==> src/rtl/i2c_bus_decoder.sv <==
// I2C bus front end: sync, deglitch, START/STOP/edge decode,
// and first-byte address capture for the slave controller.
module i2c_bus_decoder #(
  parameter int SYNC_STAGES = 2,
  parameter int FILTER_LEN  = 2,
  parameter bit GC_EN       = 1'b1
) (
  input  logic       clk,
  input  logic       n_rst,
  input  logic       scl,
  input  logic       sda_in,
  input  logic [6:0] slave_addr,
  input  logic [6:0] addr_mask,
  output logic       scl_rise,
  output logic       scl_fall,
  output logic       start_found,
  output logic       rstart_found,
  output logic       stop_found,
  output logic       bus_busy,
  output logic       addr_valid,
  output logic       address_match,
  output logic       rw_mode,
  output logic       general_call
);

  localparam int CW = (FILTER_LEN > 1) ? $clog2(FILTER_LEN) : 1;

  typedef enum logic [1:0] {IDLE, ADDR, HOLD} state_e;

  // index 0 = SCL, index 1 = SDA
  logic [SYNC_STAGES-1:0] scl_sync_q, sda_sync_q;
  logic [1:0]             sync_out;
  logic [1:0]             filt_q, filt_d, prev_q;
  logic [1:0][CW-1:0]     cnt_q, cnt_d;

  state_e     state_q, state_d;
  logic [2:0] bit_cnt_q, bit_cnt_d;
  logic [7:0] shift_q, shift_d, shift_nx;
  logic       match_q, match_d;
  logic       rw_q, rw_d;
  logic       gc_q, gc_d;
  logic       av_q, av_d;
  logic       busy_q, busy_d;

  logic scl_cur, scl_prev, sda_cur, sda_prev;
  logic start_w, stop_w, rise_w;

  assign sync_out = {sda_sync_q[SYNC_STAGES-1], scl_sync_q[SYNC_STAGES-1]};

  // Synchroniser chains; idle bus level is high
  always_ff @(posedge clk or negedge n_rst) begin
    if (!n_rst) begin
      scl_sync_q <= '1;
      sda_sync_q <= '1;
    end else begin
      scl_sync_q <= {scl_sync_q[SYNC_STAGES-2:0], scl};
      sda_sync_q <= {sda_sync_q[SYNC_STAGES-2:0], sda_in};
    end
  end

  // Level filter: accept a change only after FILTER_LEN differing samples
  always_comb begin
    filt_d = filt_q;
    cnt_d  = '0;
    for (int i = 0; i < 2; i++) begin
      if (sync_out[i] != filt_q[i]) begin
        if (cnt_q[i] == CW'(FILTER_LEN - 1)) filt_d[i] = sync_out[i];
        else cnt_d[i] = cnt_q[i] + 1'b1;
      end
    end
  end

  // Filtered level and its one-cycle-delayed copy
  always_ff @(posedge clk or negedge n_rst) begin
    if (!n_rst) begin
      filt_q <= '1;
      prev_q <= '1;
      cnt_q  <= '0;
    end else begin
      filt_q <= filt_d;
      prev_q <= filt_q;
      cnt_q  <= cnt_d;
    end
  end

  assign scl_cur  = filt_q[0];
  assign scl_prev = prev_q[0];
  assign sda_cur  = filt_q[1];
  assign sda_prev = prev_q[1];

  assign start_w = scl_prev & scl_cur & sda_prev & ~sda_cur;
  assign stop_w  = scl_prev & scl_cur & ~sda_prev & sda_cur;
  assign rise_w  = ~scl_prev & scl_cur;

  assign shift_nx = {shift_q[6:0], sda_cur};

  // Next-state: bus conditions override the address shifter
  always_comb begin
    state_d   = state_q;
    bit_cnt_d = bit_cnt_q;
    shift_d   = shift_q;
    match_d   = match_q;
    rw_d      = rw_q;
    gc_d      = gc_q;
    av_d      = 1'b0;
    busy_d    = busy_q;
    if (start_w || stop_w) begin
      state_d   = start_w ? ADDR : IDLE;
      busy_d    = start_w;
      bit_cnt_d = '0;
      shift_d   = '0;
      match_d   = 1'b0;
      rw_d      = 1'b0;
      gc_d      = 1'b0;
    end else if (state_q == ADDR && rise_w) begin
      shift_d   = shift_nx;
      bit_cnt_d = bit_cnt_q + 3'd1;
      if (bit_cnt_q == 3'd7) begin
        state_d = HOLD;
        match_d = ((shift_nx[7:1] ^ slave_addr) & addr_mask) == 7'd0;
        rw_d    = shift_nx[0];
        gc_d    = GC_EN & (shift_nx == 8'h00);
        av_d    = 1'b1;
      end
    end
  end

  // Address FSM and held decode results
  always_ff @(posedge clk or negedge n_rst) begin
    if (!n_rst) begin
      state_q   <= IDLE;
      bit_cnt_q <= '0;
      shift_q   <= '0;
      match_q   <= 1'b0;
      rw_q      <= 1'b0;
      gc_q      <= 1'b0;
      av_q      <= 1'b0;
      busy_q    <= 1'b0;
    end else begin
      state_q   <= state_d;
      bit_cnt_q <= bit_cnt_d;
      shift_q   <= shift_d;
      match_q   <= match_d;
      rw_q      <= rw_d;
      gc_q      <= gc_d;
      av_q      <= av_d;
      busy_q    <= busy_d;
    end
  end

  assign scl_rise      = rise_w;
  assign scl_fall      = scl_prev & ~scl_cur;
  assign start_found   = start_w;
  assign rstart_found  = start_w & busy_q;
  assign stop_found    = stop_w;
  assign bus_busy      = busy_q;
  assign addr_valid    = av_q;
  assign address_match = match_q;
  assign rw_mode       = rw_q;
  assign general_call  = gc_q;

endmodule

==> config.mk <==
export PLATFORM = sky130hd
export DESIGN_NAME = i2c_bus_decoder
export DESIGN_NICKNAME = d
export VERILOG_FILES = /design/src/rtl/i2c_bus_decoder.sv
export SDC_FILE = /design/constraint.sdc
export NUM_CORES = 1
export LEC_CHECK = 0
export ABC_CLOCK_PERIOD_IN_PS = 1650
export CORE_MARGIN = 4
export CORE_UTILIZATION = 42
export CTS_BUF_LIST = sky130_fd_sc_hd__clkbuf_4 sky130_fd_sc_hd__clkbuf_8
export DETAILED_ROUTE_END_ITERATION = 10
export PLACE_DENSITY = 0.69
export SETUP_SLACK_MARGIN = 0.5
export SYNTH_ARGS = -nofsm -noshare
export SYNTH_HDL_FRONTEND = slang
export SYNTH_SLANG_ARGS = --single-unit
export TNS_END_PERCENT = 5
==> constraint.sdc <==
create_clock -name clk -period 1.65 [get_ports clk]
set_input_delay 0.33 -clock clk [delete_from_list [all_inputs] [get_ports clk]]
set_output_delay 0.33 -clock clk [all_outputs]
set_load 0.05 [all_outputs]
# ---- Word level (Yosys, flattened, before mapping)
# Index checks and enable logic that the tools add are counted.
dict set report classes {
  n_addsub 3
  n_mul 0
  div_mod_pow 0
  order_cmp 0
  eq_ne 4
  shifts 0
  mux 24
  bitwise 14
  n_reduce_logical 9
}
# cell count
set ops {}
lappend ops {{two-way mux 1 bit} 17}
lappend ops {{two-way mux 7 bit} 2}
lappend ops {{bitwise AND 1 bit} 8}
lappend ops {{logical NOT 8 bit} 1}
lappend ops {{bitwise AND 7 bit} 1}
lappend ops {{logical NOT 7 bit} 1}
lappend ops {{bitwise XOR 7 bit} 1}
lappend ops {{two-way mux 2 bit} 3}
lappend ops {{two-way mux 3 bit} 2}
lappend ops {{AND reduction 2 bit} 3}
lappend ops {{NOT 1 bit} 4}
lappend ops {{nonzero test 2 bit} 2}
lappend ops {{adder 3 x 1 -> 3 bit, second input constant} 1}
lappend ops {{equality test 3 bit, second input constant} 1}
lappend ops {{adder 1 bit, second input constant} 2}
lappend ops {{equality test 2 x 1 -> 1 bit, second input constant} 1}
lappend ops {{inequality test 1 bit} 2}
lappend ops {{logical AND 1 bit} 1}
lappend ops {{logical OR 1 bit} 1}
dict set report totals {
  register_bits 27
  latchBits 0
  ramBits 0
  mem_bits_ro 0
  input_bits 18
  output_inout_bits 10
  word_cells 69
  mem_count 0
}

# ---- Depth between registers and ports, before layout
# Gate-level depths: netlist of the first run.
dict set report logic_depth {
  depth_word 6
  depth_mapped 6
  mapped_depth_nobuf 6
}

# ---- Worst setup path after synthesis of the first run
# No wires, ideal clock.
dict set report synth_path {
  kind {flip-flop to output port}
  start {register filt_q[0]}
  end {output rstart_found}
  arrival_ns 1.977
  t_required_ns 1.320
  path_slack_ns -0.657
  stages_incl_launch_ff 4
  n_path_buf 0
  cell_sequence {dfstp_2 > nand3_1 > nor2_1 > and2_1}
}
dict set report synth_between {
  elab_chain_len 4
}
# element line_no
set synth_lines {}
lappend synth_lines {{start: declaration} 33} ;# logic [1:0] filt_q, filt_d, prev_q;
lappend synth_lines {{start signal: assignment} 80} ;# filt_q <= filt_d;
lappend synth_lines {{bitwise AND 1 bit (3 in a row)} 91} ;# assign start_w = scl_prev & scl_cur & sda_prev & ~sda_cur;
lappend synth_lines {{named net start_found} 16} ;# output logic start_found,
lappend synth_lines {{bitwise AND 1 bit} 154} ;# assign rstart_found = start_w & busy_q;
lappend synth_lines {{end: declaration} 17} ;# output logic rstart_found,
# The timed path passes the listed nets, and every way through them passes these cells.

# ---- Worst setup path in the final report of the first run
dict set report layout_path {
  start {register filt_q[0]}
  end {output stop_found}
}
dict set report layout_between {
  elab_chain_len 3
}
# element line_no
set layout_lines {}
lappend layout_lines {{bitwise AND 1 bit (3 in a row)} 92} ;# assign stop_w = scl_prev & scl_cur & ~sda_prev & sda_cur;
lappend layout_lines {{end: declaration} 18} ;# output logic stop_found,
# No other way between the ends.

==> impl_metrics.yaml, run 1 <==
clock_tree:
  cts_made_buffers: 3
  clock_tree.buffer_depth: 2
  ctsHoldBuffers: 0
  cts.root.buffer_cell: "clkbuf_4"
  clock_sink_count: 27
  clock_network_latency_to_the_later_pin_of_the_worst_skew_pair_ns: 0.31
  cts.reportedPaths.clkPinSlew_ns: 0.14
  htree_levels: 1
  tritoncts_clock_tree: "yes"
layout:
  nets: 167
  syn2layout_area_growth_pct: 44.4
  fin_area_sq_um: 1730
  final_common_cell: "dfrtp_1"
  final_cells: 177
  insertedDiodeCount: 0
  layout-drive-gt1-share_pct: 37.0
  final_cell_mix: "dfrtp_1 (19), clkdlybuf4s50_1 (17), nand2_1 (16)"
power_and_ir_drop:
  combPwrFrac_pct: 50.9
  seq_power_share_pct: 38.8
  cell_internal_pwr_mw: 1.76
  max-vdd-ir-drop_mv: 1.02
  portion_of_total_power_attributed_to_the_clock_network_pct: 10.3
  p_leak_nw: 0.795
  switching_power_mw: 1.05
  sw_share_pct: 37.2
  powerDensity_nw_per_um2: 1620
placed_design:
  final_replace_weighted_congestion: 0.724
  place_area_sq_um: 1550
  dp_hpwl_mm: 1.75
  placed_cells_incl_taps: 162
  place.port_buffers: 27
  pre_cts_ws_ns: 0.0670
critical_path:
  worst_path_dominant_cell_family: "flip-flops"
  critPathMaxStageDelay_ns: 0.60
  worstSetupStartpointType: "register"
  critPathArrivalTime_ns: 1.42
  timing.critical_path.required_ns: 1.32
  worstPathBufferInverterCount: 3
  crit_fanout: 6
  cpMaxStageDelayCell: "dfstp_2"
  timing.critical_path.cells: "buf_6 > nand4b_1 > inv_2 > buf_12"
  setup.worst_path.end_class: "primary output"
  worstSetupPathType: "reg2out"
detailed_routing:
  viasPerCell: 5.00
  drc_violations_left: 0
  number_of_nets_with_antenna_violations_after_detailed_routing: 0
  detailedRoute.firstPassIterationCount: 4
  vias: 885
  route.detailed.wl_per_inst_microns: 13.9
  first_iter_violations: 26
  postRouteWirelength_mm: 2.46
logic_synthesis:
  synth_compound_area_share_pct: 10.4
  combinational_family_with_the_most_area_after_synthesis: "simple AND/OR/NAND/NOR gates"
  synth_mux_area_share_pct: 1.88
  yosys-top-cells-area: "dfrtp_1 (40%), dfstp_2 (18%), xor2_1 (5.9%)"
  synth.largest_area_cell: "dfrtp_1"
  synth_adder_area_share_pct: 2.09
  synth_fp_nets: 123
  yosys.area.top_type_share_pct: 39.7
  avgSynthCellArea_sq_um: 11.6
  yosys_most_used_dff: "dfrtp_1"
  synth-xor-area-share_pct: 8.05
  post_synth_inst_count: 103
  ys_ff_latch: 27
  ys_seq_area_share_pct: 57.3
  ys_warn_count: 0
  async_flop_share_pct: 100
  synth-edff-count: 0
  netlist_cell_types: 30
  synth-simple-area-share_pct: 16.0
  netlist_area_sq_um: 1200
sta:
  max_freq_mhz: 572
  drv_slew: 0
  fin_skew_ns: 0.00526
  tightest_slew_ns: 0.328
  final_hold_viol_count: 0
  crit_share_post_route_pct: 106
  period_needed_ns: 1.75
  finalWorstSetupSlack_ns: -0.0978
  rsz0062_at_grt: "yes"
  timing.max_slew.rel_slack_pct: 78.1
  timing.final.setup_violations: 5
outcome:
  failed_checks: "negative setup slack"
  outcome: "complete, but fails checks"
job:
  cap_violations: 0
floorplan:
  initial_core_util_pct: 43.8
  core_sq_um: 2730
  placementRows: 19
  floorplan.die.height_microns: 61.4
  die_area_sq_um: 3770
  die_outline_width_microns: 61.4
  num_io_pins: 28
global_routing:
  grt_start_max_net_pins: 28
  initial_antenna_violation_count: 0
  first_pass_grt_wire_length_mm: 3.76
  grt_pass1_vias: 879
  grt_util_all_layers_pct: 13.5
  grt_remaining_overflow: 0
hold_path:
  worstHoldPathType: "in2async"
state kept, by name, indices dropped and copies added (netlist names), 2 cells and up:
name        count
filt_q          2
bit_cnt_q       3
state_q         2
prev_q          2
shift_q         7
sda_sync_q      2
scl_sync_q      2
cnt_q           2
area by class of cell:
cell class              instances  area [sq um]
clock buffers                   4          30.0
fillers                       209          1000
inverters                       3          16.3
multi-input cells              70           504
flip-flops and latches         27           686
well taps                      31          38.8
repair buffers                 42           454
timing repair:
item,4_1_cts,5_1_grt
endpoints found under the setup margin,27,27
resized for setup,15,0
endpoints found under the hold margin,0,0
buffers inserted,5,6
pin swaps,10,2
metrics by stage:
step	TNS, ns	util (%)	total power [mW]	hold WS [ns]
6_report	-0.392	63.2	2.81	0.365
3_5_place_dp	0	56.5	2.21	0.347
4_1_cts	-0.456	61.1	2.68	0.366
2_1_floorplan	0	-	1.87	0.0344
5_1_grt	-0.849	63.2	2.98	0.370
3_3_place_gp	0	56.5	2.18	0.346
routing by layer:
layer	up-vias	GRT usage (%)	part of all wire (%)
met5	-	0	0
met4	0	5.45	0.69
met2	27	22.2	47
met3	2	2.52	7.8
li1	443	-	-
met1	413	17.8	44
logic make-up (layout without fill, tap and decap cells):
family,count (synthesis),count (layout)
AOI/OAI and AO/OA,20,20
xor gates and xnor gates,11,11
adders and majority gates,2,2
buffers and inverters,6,49
DFF,27,27
muxes,2,2
and+or+nand+nor,35,35
path summary, 6_finish.rpt:
kind | startpoint | end | slack, ns | depth (start not counted)
setup / recovery | filt_q[0] | stop_found | -0.1 | 4
hold / removal | n_rst | general_call | 0.37 | 2
setup reg to reg | filt_q[1] | general_call | 0.03 | 6
hold reg to reg | sda_sync_q[0] | sda_sync_q[1] | 0.37 | 0
max in group asynchronous | n_rst | prev_q[0] | 0.99 | 2
min in group clk | sda_sync_q[0] | sda_sync_q[1] | 0.37 | 0
cells in the mapped netlist, types with 2 or more instances:
master	number
o21ai_0	3
ha_1	2
nand2_1	16
and2b_2	2
dfrtp_1	19
a21oi_1	10
xor2_1	8
mux2_2	2
nor2_1	5
nand3_1	2
xnor2_1	3
nor2_2	2
nor4_1	2
inv_1	2
clkbuf_8	2
dfstp_2	8
a22oi_1	2
power groups by stage:
stage	Clock [mW]	Sequential [mW]	Combinational (mW)
final	0.289	1.09	1.43
after global routing	0.323	1.12	1.53
after CTS	0.304	1.10	1.28
after detailed placement	0	1.14	1.07
after global placement	0	1.13	1.05
after floorplan	0	1.11	0.762
worst reg2reg max path: stages (launching register included):
cell and delay [ns]:
dfstp_2 0.63, buf_12 0.13, buf_4 0.10, xor2_1 0.13, and3_2 0.30, nor2_4 0.06
a32o_1 0.20
(Power assumes the default switching activity.)
==> run 2, diff against run 1 <==
--- a/config.mk
+++ b/config.mk
@@ -8,9 +8,10 @@
 export ABC_CLOCK_PERIOD_IN_PS = 1650
 export CORE_MARGIN = 4
 export CORE_UTILIZATION = 42
-export CTS_BUF_LIST = sky130_fd_sc_hd__clkbuf_4 sky130_fd_sc_hd__clkbuf_8
+export CTS_BUF_LIST = sky130_fd_sc_hd__clkbuf_4 sky130_fd_sc_hd__clkbuf_8 sky130_fd_sc_hd__clkbuf_16
 export DETAILED_ROUTE_END_ITERATION = 10
 export PLACE_DENSITY = 0.69
+export REMOVE_ABC_BUFFERS = 1
 export SETUP_SLACK_MARGIN = 0.5
 export SYNTH_ARGS = -nofsm -noshare
 export SYNTH_HDL_FRONTEND = slang
==> run 2 against run 1 <==
- the run still ends with negative setup slack left
- die area is the same
- via count grew 3.3%
- highest routed layer unchanged
- clock skew up 0.0048 ns
- largest power group unchanged
- flip-flop and latch count unchanged
- hold slack got worse by 0.029 ns
- sequential power about the same
- register-to-register slack better by 0.11 ns
- first-iteration DRC count fell by 73%
- worst setup slack got worse by 0.016 ns
- clock power grew 4%
- core utilization increased by 0.14 points
==> impl_metrics.yaml, run 2 (synthesized netlist as in run 1, its figures left out) <==
placed_design:
  dp_hpwl_mm: 1.77
  pre_cts_ws_ns: 0.0436
  place_area_sq_um: 1540
  final_replace_weighted_congestion: 0.731
  place.port_buffers: 27
  placed_cells_incl_taps: 164
detailed_routing:
  detailedRoute.firstPassIterationCount: 2
  route.detailed.wl_per_inst_microns: 14.9
  wl_met2_mm: 1.33
  drt-met1-wl_mm: 1.04
  met3RoutedLength_microns: 166
  vias: 914
  maxUsedRoutingLayer: "met4"
  drc_violations_left: 0
  number_of_nets_with_antenna_violations_after_detailed_routing: 0
  postRouteWirelength_mm: 2.57
  first_iter_violations: 7
  viasPerCell: 5.28
power_and_ir_drop:
  final_total_power_mw: 2.79
  cell_internal_pwr_mw: 1.69
  switching_power_mw: 1.10
  seq_power_share_pct: 39.8
  p_leak_nw: 0.760
  max-vdd-ir-drop_mv: 1.10
  portion_of_total_power_attributed_to_the_clock_network_pct: 10.7
  powerDensity_nw_per_um2: 1610
  sw_share_pct: 39.4
  combPwrFrac_pct: 49.5
floorplan:
  floorplan.die.height_microns: 61.4
  num_io_pins: 28
  initial_core_util_pct: 43.8
  die_area_sq_um: 3770
  placementRows: 19
  die_outline_width_microns: 61.4
  core_sq_um: 2730
global_routing:
  grt_remaining_overflow: 0
  initial_antenna_violation_count: 0
  first_pass_grt_wire_length_mm: 4.04
  grt_util_all_layers_pct: 14.6
  grt_start_max_net_pins: 28
  grt_pass1_vias: 952
clock_tree:
  clock_tree.buffer_depth: 2
  tritoncts_clock_tree: "yes"
  cts.root.buffer_cell: "clkbuf_4"
  clock_sink_count: 27
  clock_network_latency_to_the_later_pin_of_the_worst_skew_pair_ns: 0.34
  htree_levels: 1
  cts.reportedPaths.clkPinSlew_ns: 0.15
  cts_made_buffers: 3
layout:
  final_cells: 173
  largest_register_ff_count: 7
  fin_area_sq_um: 1730
  layout.filler_cells: 220
  insertedDiodeCount: 0
  layout-drive-gt1-share_pct: 47.2
  postLayoutCoreUtil_pct: 63.4
  largest_register: "shift_q"
  final_cell_mix: "dfrtp_1 (18), clkdlybuf4s50_1 (17), nand2_1 (9)"
  nets: 163
  layout_top_registers: "shift_q: 7 flops, bit_cnt_q: 3 flops"
  syn2layout_area_growth_pct: 44.7
  final_common_cell: "dfrtp_1"
outcome:
  outcome: "complete, but fails checks"
  failed_checks: "negative setup slack"
sta:
  timing.final.setup_violations: 5
  drv_slew: 0
  fin_skew_ns: 0.0101
  final_hold_viol_count: 0
  timing.max_slew.rel_slack_pct: 77.8
  rsz0062_at_grt: "yes"
  period_needed_ns: 1.76
  crit_share_post_route_pct: 107
  tightest_slew_ns: 0.334
  max_freq_mhz: 567
  finalWorstSetupSlack_ns: -0.114
critical_path:
  timing.reg2reg.worst_path_depth: 6
  critPathArrivalTime_ns: 1.43
  crit_fanout: 3
  worstSetupPathType: "reg2out"
  worstSetupStartpointType: "register"
  rr_startpoint: "filt_q[0]"
  setup.worst_path.end_class: "primary output"
  timing.critical_path.required_ns: 1.32
  critical_path.reg2reg.endpoint: "shift_q[0]"
  worst-r2r-setup-slack_ns: 0.14
job:
  cap_violations: 0
hold_path:
  worstHoldPathType: "in2async"
-- run 2: power groups by stage --
| stage | Combinational (mW) | Sequential [mW] | Clock, mW |
|---|---|---|---|
| floorplan | 0.636 | 1.11 | 0 |
| global placement | 1.07 | 1.08 | 0 |
| detailed placement | 1.10 | 1.09 | 0 |
| CTS | 1.36 | 1.10 | 0.308 |
| global route | 1.48 | 1.13 | 0.336 |
| finish | 1.38 | 1.11 | 0.300 |
-- run 2: timing repair --
| action | 4_1_cts | 5_1_grt |
|---|---|---|
| endpoints found under the hold margin | 0 | 0 |
| pin swaps | 21 | 6 |
| setup endpoints to repair | 26 | 27 |
| gates resized for setup | 27 | 8 |
| hold buffers | 0 | 0 |
| setup buffers | 5 | 0 |
| gates cloned | 0 | 0 |
-- run 2: area by class of cell --
class | count | area [sq um] | share of cell area (%)
Clock inverter | 1 | 7.51 | 0.433
Clock buffer | 3 | 22.5 | 1.30
Multi-Input combinational cell | 70 | 546 | 31.5
Sequential cell | 27 | 687 | 39.6
Tap cell | 31 | 38.8 | 2.24
Timing Repair Buffer | 38 | 415 | 24.0
Inverter | 3 | 16.3 | 0.939
-- run 2: routing by layer --
layer,up-vias,GRT usage [%]
li1,431,-
met1,454,15.3
met2,25,27.9
met3,4,2.94
met4,0,6.36
met5,-,0
-- run 2: critical path, stage by stage (launching register included) --
cell	delay (ns)
dfstp_2	0.59
buf_4	0.12
nand4b_1	0.15
inv_2	0.11
buf_12	0.13
-- run 2: worst max path at each step --
stage,cells after the start,start,slack [ns],end
3_5_place_dp,5,slave_addr[3],0.04,address_match
3_3_place_gp,5,slave_addr[3],0.1,address_match
6_report,4,filt_q[0],-0.11,stop_found
5_1_grt,4,filt_q[0],-0.17,stop_found
4_1_cts,4,filt_q[0],-0.11,rstart_found
2_1_floorplan,3,filt_q[0],-0.66,rstart_found
-- run 2: through the flow --
| stage | TNS, ns | hold WS (ns) |
|---|---|---|
| 2_1_floorplan | -0.814 | 0.0344 |
| 3_3_place_gp | 0 | 0.349 |
| 3_5_place_dp | 0 | 0.347 |
| 4_1_cts | -0.509 | 0.338 |
| 5_1_grt | -0.783 | 0.355 |
| 6_report | -0.468 | 0.336 |
==> run 3, diff against run 2 <==
==> config.mk (replaced) <==
export PLATFORM = sky130hd
export DESIGN_NAME = i2c_bus_decoder
export DESIGN_NICKNAME = d
export VERILOG_FILES = /design/src/rtl/i2c_bus_decoder.sv
export SDC_FILE = /design/constraint.sdc
export NUM_CORES = 1
export LEC_CHECK = 0
export ABC_CLOCK_PERIOD_IN_PS = 1850
export CELL_PAD_IN_SITES_DETAIL_PLACEMENT = 1
export CELL_PAD_IN_SITES_GLOBAL_PLACEMENT = 1
export CORE_MARGIN = 4
export CORE_UTILIZATION = 40
export CTS_BUF_LIST = sky130_fd_sc_hd__clkbuf_2
export DETAILED_ROUTE_END_ITERATION = 10
export PLACE_DENSITY_LB_ADDON = 0.1
export REMOVE_ABC_BUFFERS = 1
export SETUP_SLACK_MARGIN = 0.5
export SYNTH_ARGS = -nofsm -noshare
export SYNTH_HDL_FRONTEND = slang
export SYNTH_SLANG_ARGS = --single-unit
export TNS_END_PERCENT = 5
==> constraint.sdc (replaced) <==
create_clock -name clk -period 1.85 [get_ports clk]
set_input_delay 0.37 -clock clk [delete_from_list [all_inputs] [get_ports clk]]
set_output_delay 0.37 -clock clk [all_outputs]
set_load 0.05 [all_outputs]
==> run 3 against run 2 <==
- the flow now finishes without violations
- via count increased by 0.98%
- routed wire length up 19%
- core utilization is 0.67 points lower
- count of clock-buffer cells in the layout is the same
- non-clock buffer count increased by 1
- global-route usage increased by 2.5 points
- first-iteration DRC count grew to 3.6 times the previous value
- die area up 4.3%
- sequential power down 12%
- critical endpoint is now rstart_found
- largest cell class unchanged
==> impl_metrics.yaml, run 3 (synthesized netlist as in run 1, its figures left out) <==
layout:
  layout_top_registers: "shift_q: 7 flops, bit_cnt_q: 3 flops"
  multi_input_area_sq_um: 581
  largest_register: "shift_q"
  largest_register_ff_count: 7
  regArea_sq_um: 686
  insertedDiodeCount: 0
  layout.filler_cells: 295
  syn2layout_area_growth_pct: 46.9
  final_common_cell: "dfrtp_1"
  final_cell_mix: "dfrtp_1 (19), clkdlybuf4s50_1 (17), nand2_2 (15)"
  layout-drive-gt1-share_pct: 53.1
  nets: 164
critical_path:
  timing.critical_path.required_ns: 1.48
  worst_path_dominant_cell_family: "flip-flops"
  worstSetupStartpointType: "register"
  cpMaxStageDelayCell: "dfstp_2"
  crit_fanout: 2
  critical_path.reg2reg.endpoint: "general_call"
  critPathArrivalTime_ns: 1.47
  critPathMaxStageDelay_ns: 0.61
  worst-r2r-setup-slack_ns: 0.08
  worstPathBufferInverterCount: 1
  setup.worst_path.end_class: "primary output"
  worstSetupPathType: "reg2out"
  timing.critical_path.cells: "nand3_2 > nor2_2 > and2_4 > buf_12"
  timing.reg2reg.worst_path_depth: 7
  rr_startpoint: "filt_q[0]"
clock_tree:
  htree_levels: 1
  ctsHoldBuffers: 0
  clock_tree.buffer_depth: 2
  tritoncts_clock_tree: "yes"
  cts_made_buffers: 3
  cts.root.buffer_cell: "clkbuf_2"
  cts.reportedPaths.clkPinSlew_ns: 0.24
  clock_sink_count: 27
  clock_network_latency_to_the_later_pin_of_the_worst_skew_pair_ns: 0.36
power_and_ir_drop:
  powerDensity_nw_per_um2: 1440
  max-vdd-ir-drop_mv: 1.12
  final_total_power_mw: 2.53
  p_leak_nw: 0.768
sta:
  whs_ns: 0.337
  drv_slew: 0
  period_needed_ns: 1.84
  fin_skew_ns: 0.0123
  max_freq_mhz: 544
  timing.final.setup_violations: 0
  setup_tns_final_ns: 0
  rsz0062_at_grt: "yes"
  crit_share_post_route_pct: 99.4
  final_hold_viol_count: 0
  timing.max_slew.rel_slack_pct: 75.2
  finalWorstSetupSlack_ns: 0.0116
  tightest_slew_ns: 0.369
detailed_routing:
  drc_violations_left: 0
  vias: 923
  first_iter_violations: 25
  detailedRoute.firstPassIterationCount: 4
  number_of_nets_with_antenna_violations_after_detailed_routing: 0
  route.detailed.wl_per_inst_microns: 17.5
  viasPerCell: 5.30
  postRouteWirelength_mm: 3.05
hold_path:
  worstHoldPathType: "in2async"
global_routing:
  grt_start_max_net_pins: 28
  grt_remaining_overflow: 0
  initial_antenna_violation_count: 0
  global_route.usage.met2_pct: 31.2
  gr-max-usage-layer: "met2"
  m1_gr_usage_pct: 20.1
  grt_util_all_layers_pct: 17.1
  first_pass_grt_wire_length_mm: 5.21
  grt_pass1_vias: 992
  grt.met3_usage_pct: 4.32
outcome:
  outcome: "finished, final reports clean"
placed_design:
  pre_cts_ws_ns: 0.240
  dp_hpwl_mm: 1.92
  place.port_buffers: 27
  final_replace_weighted_congestion: 0.698
job:
  cap_violations: 0
floorplan:
  die_outline_width_microns: 62.7
  num_io_pins: 28
  initial_core_util_pct: 42.7
  floorplan.die.height_microns: 62.7
  die_area_sq_um: 3930
  placementRows: 19
  core_sq_um: 2810
==> run 3: cell count changes in the layout (fill, tap and decap cells not counted), moves of 3 or more <==
cell / change
buf_4: +3
clkbuf_2: +3
clkbuf_4: -3
nand2_1: -8
nand2_2: +8
==> run 3: worst max-delay path by stage <==
| stage | cells past startpoint | endpoint | from | slack [ns] |
|---|---|---|---|---|
| after CTS | 4 | rstart_found | filt_q[0] | -0.005 |
| final | 4 | rstart_found | filt_q[0] | 0.01 |
| after global placement | 5 | address_match | slave_addr[3] | 0.27 |
| after floorplan | 3 | rstart_found | filt_q[0] | -0.50 |
| after global routing | 4 | rstart_found | filt_q[0] | -0.1 |
| after detailed placement | 5 | address_match | slave_addr[3] | 0.24 |
==> run 3: timing repair <==
action	CTS	global route
endpoints found under the setup margin	24	27
endpoints found under the hold margin	0	0
setup buffers	9	0
pin swaps	28	30
resized for setup	39	12
==> run 3: final cells by class <==
class / count / area share [%]
repair buffers: 39 / 23.6
clock inverters: 1 / 0.284
flip-flops and latches: 27 / 39.0
inverters: 3 / 1.07
clock buffers: 3 / 0.853
multi-input cells: 70 / 33.0
well taps: 31 / 2.20
==> run 3: per-stage QoR <==
stage	std cells	utilization, %	cell area (sq um)
3_5_place_dp	161	54.1	1520
3_3_place_gp	161	54.1	1520
5_1_grt	174	62.7	1760
2_1_floorplan	100	-	1160
6_report	174	62.7	1760
4_1_cts	174	61.3	1720
==> run 3: power breakdown <==
| part | switching [mW] | internal [mW] |
|---|---|---|
| Combinational | 0.688 | 0.651 |
| Clock | 0.167 | 0.0490 |
| Sequential | 0.188 | 0.791 |
==> run 3: layer usage <==
| layer | up-vias | wire length, microns |
|---|---|---|
| met5 | - | 0 |
| met4 | 0 | 11 |
| met3 | 4 | 150 |
| met2 | 29 | 1650 |
| met1 | 459 | 1240 |
| li1 | 431 | - |
